### config.mk
export PLATFORM = sky130hd
export DESIGN_NAME = isq_issue_arbiter
export DESIGN_NICKNAME = d
export VERILOG_FILES = /design/src/rtl/isq_issue_arbiter.sv
export SDC_FILE = /design/constraint.sdc
export NUM_CORES = 1
export LEC_CHECK = 0
export ABC_AREA = 1
export BUFFER_PORTS_ARGS = -buffer_cell sky130_fd_sc_hd__buf_4
export CELL_PAD_IN_SITES_DETAIL_PLACEMENT = 1
export CELL_PAD_IN_SITES_GLOBAL_PLACEMENT = 2
export CORE_AREA = 2 2 299 301
export DETAILED_ROUTE_END_ITERATION = 7
export DIE_AREA = 0 0 301 303
export MAX_ROUTING_LAYER = met4
export PLACE_DENSITY = 0.63
export SETUP_SLACK_MARGIN = 0.3
export SYNTH_ARGS = -nofsm -noshare
export SYNTH_HDL_FRONTEND = slang
export SYNTH_SLANG_ARGS = --single-unit
### constraint.sdc
create_clock -name clock -period 1.8 [get_ports clock]
set_input_delay 0.27 -clock clock [delete_from_list [all_inputs] [get_ports clock]]
set_output_delay 0.27 -clock clock [all_outputs]
set_load 0.02 [all_outputs]
### src/rtl/isq_issue_arbiter.sv
// Oldest-first issue arbiter with starvation override, feeding a single-entry issue register.
// Latency req->iss 1 cycle; stalls grants while the held packet is blocked or a flush is active.
module isq_issue_arbiter #(
  parameter int NUM_REQ      = 2,
  parameter int DATA_WIDTH   = 248,
  parameter int ROBID_W      = 7,
  parameter int STARVE_LIMIT = 8
) (
  input  logic                          clock,
  input  logic                          reset,
  input  logic [NUM_REQ-1:0]            req_valid,
  input  logic [NUM_REQ*DATA_WIDTH-1:0] req_data,
  output logic [NUM_REQ-1:0]            req_ready,
  output logic                          iss_valid,
  output logic [DATA_WIDTH-1:0]         iss_data,
  output logic [$clog2(NUM_REQ)-1:0]    iss_src,
  input  logic                          iss_ready,
  input  logic                          flush_valid,
  input  logic [ROBID_W-1:0]            flush_robid
);

  localparam int SEL_W = $clog2(NUM_REQ);
  localparam int CNT_W = $clog2(STARVE_LIMIT + 1);
  localparam logic [CNT_W-1:0] LIMIT = CNT_W'(STARVE_LIMIT);

  // The MSB is the wrap bit; when wrap bits differ the index ordering inverts.
  function automatic logic older(input logic [ROBID_W-1:0] a, input logic [ROBID_W-1:0] b);
    if (a[ROBID_W-1] == b[ROBID_W-1]) return a[ROBID_W-2:0] < b[ROBID_W-2:0];
    else                              return a[ROBID_W-2:0] > b[ROBID_W-2:0];
  endfunction

  logic                  iss_valid_q, iss_valid_d;
  logic [DATA_WIDTH-1:0] iss_data_q,  iss_data_d;
  logic [SEL_W-1:0]      iss_src_q,   iss_src_d;
  logic [CNT_W-1:0]      cnt_q [NUM_REQ];
  logic [CNT_W-1:0]      cnt_d [NUM_REQ];

  logic [ROBID_W-1:0]    robid [NUM_REQ];
  logic [ROBID_W-1:0]    best_robid;
  logic [ROBID_W-1:0]    iss_robid;
  logic [SEL_W-1:0]      starve_sel, age_sel, sel;
  logic                  starve_found, age_found;
  logic [DATA_WIDTH-1:0] sel_data;
  logic                  load_en, grant;

  always_comb begin
    for (int i = 0; i < NUM_REQ; i++) begin
      robid[i] = req_data[i*DATA_WIDTH + DATA_WIDTH - 1 -: ROBID_W];
    end
  end

  assign iss_robid = iss_data_q[DATA_WIDTH-1 -: ROBID_W];

  // Scanning upward and replacing only on strictly older keeps ties at the lowest index.
  always_comb begin
    starve_found = 1'b0;
    starve_sel   = '0;
    age_found    = 1'b0;
    age_sel      = '0;
    best_robid   = '0;
    for (int i = 0; i < NUM_REQ; i++) begin
      if (req_valid[i] && cnt_q[i] == LIMIT && !starve_found) begin
        starve_found = 1'b1;
        starve_sel   = SEL_W'(i);
      end
      if (req_valid[i] && (!age_found || older(robid[i], best_robid))) begin
        age_found  = 1'b1;
        age_sel    = SEL_W'(i);
        best_robid = robid[i];
      end
    end
    sel = starve_found ? starve_sel : age_sel;
  end

  always_comb begin
    sel_data = '0;
    for (int i = 0; i < NUM_REQ; i++) begin
      if (SEL_W'(i) == sel) sel_data = req_data[i*DATA_WIDTH +: DATA_WIDTH];
    end
  end

  assign load_en   = !reset && !flush_valid && (!iss_valid_q || iss_ready);
  assign grant     = load_en && (|req_valid);
  assign req_ready = grant ? (NUM_REQ'(1) << sel) : '0;

  always_comb begin
    iss_valid_d = iss_valid_q;
    iss_data_d  = iss_data_q;
    iss_src_d   = iss_src_q;
    for (int i = 0; i < NUM_REQ; i++) cnt_d[i] = cnt_q[i];

    if (grant) begin
      iss_valid_d = 1'b1;
      iss_data_d  = sel_data;
      iss_src_d   = sel;
      for (int i = 0; i < NUM_REQ; i++) begin
        if (SEL_W'(i) == sel)           cnt_d[i] = '0;
        else if (req_valid[i])          cnt_d[i] = (cnt_q[i] == LIMIT) ? LIMIT : cnt_q[i] + CNT_W'(1);
        else                            cnt_d[i] = '0;
      end
    end else if (flush_valid && iss_valid_q && older(flush_robid, iss_robid)) begin
      // Squash wins even if the FU accepts this cycle; the FU ignores it under flush.
      iss_valid_d = 1'b0;
    end else if (iss_valid_q && iss_ready) begin
      iss_valid_d = 1'b0;
    end
  end

  always_ff @(posedge clock) begin
    if (reset) begin
      iss_valid_q <= 1'b0;
      iss_data_q  <= '0;
      iss_src_q   <= '0;
      for (int i = 0; i < NUM_REQ; i++) cnt_q[i] <= '0;
    end else begin
      iss_valid_q <= iss_valid_d;
      iss_data_q  <= iss_data_d;
      iss_src_q   <= iss_src_d;
      for (int i = 0; i < NUM_REQ; i++) cnt_q[i] <= cnt_d[i];
    end
  end

  assign iss_valid = iss_valid_q;
  assign iss_data  = iss_data_q;
  assign iss_src   = iss_src_q;

endmodule

# == Word-level counts from Yosys, hierarchy flattened ==
# Memory sizes are Yosys's and may differ from the RTL's.
# Index checks and enable logic that the tools add are counted.
# totals
ff_bits,250
mem_bits_rw,8
output_inout_bits,252
wordCells,63
memories,1
# classes
addsub,2
n_lt_le_gt_ge,4
n_eq_ne,4
shift,1
muxes,27
bitwise_logic,2
n_reduce_logical,19
# memory_table
memory,words,width,read_ports,rd_clocked_by_memory_dff,wr,line_no,source
cnt_q,2,4,2,0,2,35,logic [CNT_W-1:0] cnt_q [NUM_REQ];
# op_table
op,n
$mux 248,1
$mux 4,8
$mux 1,15
$gt 6x6->1,2
$lt 6x6->1,2
$logic_and 1x1->1,10
$add 4x1->4 const B,2
$eq 4x4->1 const B,2
$mux 8,1
$mux 7,1
$logic_not 1->1,5
$reduce_bool 3->1,1
$eq 1x1->1,2
$logic_or 1x1->1,2
$mux 2,1
$or 1x1->1,2
$reduce_or 2->1,1
$shl 1x1->2 const A,1

# == Logic depth before layout (Yosys ltp) ==
# depth
word_depth,10
ltp_mapped,18
depth_no_buf,15

# == Worst setup path before layout ==
# No wires, ideal clock.
# synth_timing
path_type,input to register
startpoint,input req_valid[0]
endpoint,memory cnt_q[0][4] (netlist bit)
setup_ps,70
arrival_ps,2042
required_ps,1730
setup_slack_ps,-312
stages,12
path_buffers,2
cell_sequence,buf_4 -> nand2_1 -> ha_1 -> nand2_1 -> nor2_1 -> nand2_1 -> nand4_1 -> nand3_2 -> buf_2 -> a21oi_1 -> nand2_1 -> a21oi_1
# synth_rtl
element,line_no,source
start: declaration,11,"input logic [NUM_REQ-1:0] req_valid,"
end: declaration,35,

==> metrics.txt <==
outcome=finished with violations; failing checks=negative setup slack; switch share=31.1%; DRT Pass-1 Iters=5; Worst setup EP type=output pin; Worst setup SP type=flip-flop; CTS Buf Count=39; Final Cell Area=27600 um^2; Setup CP Type=reg -> out; # fillers=10529; critical path startpoint=cnt_q[0][5]; Max Used Layer=met4; Post-Syn Nets=2600; vias in the first global route=18826; internal power=13.8 mW; clock-pin slew on the worst setup and hold paths=50 ps; Mapped Area=13800 um^2; placed instance count=3981; core area=88000 um^2; vias per cell=4.40; Syn Inst Count=2075; Critical Path AT=1980 ps; most frequent cells in the layout=buf_4, nand2_1, nand3_1; vias=18466; Top delay family on crit path=buffers and inverters; fin nets=3522; Setup WS pre-CTS=-540 ps; Tmin final=2250 ps; clock skew=17.2 ps; dpl hpwl=60100 um; CP required=1530 ps; Crit path depth=10; Die Y=303 um; Post-Route M1 WL=34000 um; Worst Tran Pin Value=949 ps; setup violators final=252; IO Pins=761; final WL=88300 um; PD cells=725 nW/um^2; Final Hold Vio Count=0; Area after DPL=22000 um^2; Mean Syn Cell Area=6.66 um^2; commonest non-fill, non-tap cell in the layout=buf_4; crit-path cells=inv_2 > ha_4 > nand2_4 > nor2_4 > nor2_4 > buf_6 > nand3_4 > buf_16 > a21oi_4 > buf_6; die area=91200 um^2; Pleak=14.5 nW; GPL Wtd Cong=0.867; row count=109; Slew Limit Headroom=36.7%; r2r worst-path depth=16; Seq/Total Area, Yosys=37.4%; slowest CP cell=dfxtp_2; max frequency=444 MHz; clk sink count=258; met3 WL=6770 um; CTS H-Tree Depth=2; met2 WL=45300 um; Worst R2R End=iss_data[110]; RSZ-0062 raised after global routing=yes; pin count of the biggest net entering global routing=130; final core occ=31.3%; Worst-Skew Late Latency=550 ps; layout cell share with drive strength beyond 1=46.0%; worst stage delay on the critical path=340 ps; power share of the clock group=38.6%; Layout Cells excl Fill=4195; post-route ant nets=0; Synth Register Bits=258; total track usage=17.6%; grt ovf=0; Max Cap Viol=0; starting density of the core=15.7%; VDD IR max=0.000582 V; die width=301 um; root buffer cell=clkbuf_16; reg-to-reg slack, setup=-350 ps; Psw=6.22 mW; CP endpoint=req_ready[0]; synth unique cells=25; CTS Buffer Depth=3; worst min-delay path category=in -> reg; Synth warnings=0; final worst slack=-452 ps; number of buffers added on ports=760; initial antenna violation count=8; P&R area growth vs syn=99.5%; Final period util=125%; CTS tree=built; Final TNS setup=-60360 ps; worst r2r src=cnt_q[0][5]; worst path buffer plus inverter count=4; sequential share of power=31.1%; global-route wire length before repair=119000 um; drt drc=0; DRT iter0 DRCs=667; crit-path max FO=4; max-slew violation count=0; Comb power frac=30.3%; Wirelength per Cell=21.0 um
per-stage QoR:
step	total power, mW	hold WS (ps)
finish	20.0	21.1
global route	21.0	14.2
CTS	19.3	0.262
detailed placement	10.8	462
global placement	10.7	459
floorplan	8.30	458
logic make-up (layout without fill, tap and decap cells):
| logic type | after synthesis | after routing | share of synthesized area (%) |
|---|---|---|---|
| adder cells (fa/ha/maj) | 16 | 16 | 1.45 |
| buffers and inverters | 467 | 1416 | 15.3 |
| AO/OA/AOI/OAI | 24 | 24 | 0.906 |
| XOR/XNOR | 3 | 3 | 0.190 |
| other | 0 | 6 | 0 |
| flip-flops | 258 | 258 | 37.4 |
| AND/OR/NAND/NOR | 1307 | 1307 | 44.7 |
registers in the layout, summed over array words and instances, names as in the netlist:
signal     flops
cnt_q          8
iss_src        1
iss_data     248
iss_valid      1
how the worst min path moves through the flow:
stage	from	endpoint	slack, ps	cells after the start
global placement	iss_src	iss_src	460	2
global route	req_data[118]	iss_data[118]	10	5
CTS	req_data[212]	iss_data[212]	0.3	5
detailed placement	iss_src	iss_src	460	2
finish	req_data[48]	iss_data[48]	20	5
floorplan	flush_valid	iss_valid	460	3
power groups by stage:
| stage | registers, mW | logic, mW | clock network [mW] |
|---|---|---|---|
| after floorplan | 6.66 | 1.64 | 0 |
| after global placement | 6.33 | 4.40 | 0 |
| after detailed placement | 6.33 | 4.45 | 0 |
| after CTS | 6.22 | 5.09 | 8.05 |
| after global routing | 6.25 | 6.47 | 8.24 |
| final | 6.22 | 6.05 | 7.71 |
layer usage:
layer | up-vias | global-route usage (%)
li1 | 8779 | -
met3 | 108 | 5.45
met5 | - | -
met1 | 8989 | 18.7
met2 | 590 | 31.3
met4 | 0 | 5.03
Yosys cell counts, drive strengths merged:
library cell | instances | area [um^2]
nor2 | 11 | 43.8
nor3 | 1 | 5.00
dfxtp | 258 | 5160
clkbuf | 60 | 225
o211ai | 1 | 7.51
a211oi | 1 | 7.51
xnor2 | 2 | 17.5
nand3 | 507 | 2540
a21oi | 18 | 90.1
buf | 133 | 860
nand2 | 539 | 2030
o21ai | 4 | 20.0
nand4 | 249 | 1560
ha | 16 | 200
xor2 | 1 | 8.76
inv | 274 | 1030
timing repair:
action,4_1_cts,5_1_grt
resized for setup,65,405
hold endpoints to repair,49,0
endpoints found under the setup margin,266,262
hold buffers,43,0
gates cloned,16,37
pin swaps,48,138
setup buffers,20,24
worst min-delay path, delay by kind of cell:
family / cells / cell delay (ps)
and+or+nand+nor: 3 / 140
buffers and inverters: 2 / 120
area by class of cell:
| class | count | area [um^2] | area share [%] |
|---|---|---|---|
| Timing Repair Buffer | 1074 | 10200 | 37.0 |
| Multi-Input combinational cell | 1350 | 8390 | 30.5 |
| Sequential cell | 258 | 5180 | 18.8 |
| Tap cell | 1165 | 1460 | 5.29 |
| Clock buffer | 60 | 1200 | 4.34 |
| Inverter | 274 | 1060 | 3.85 |
| Clock inverter | 8 | 67.6 | 0.245 |
| Antenna cell | 6 | 15.0 | 0.0545 |
Power figures use the tool's default switching activity.
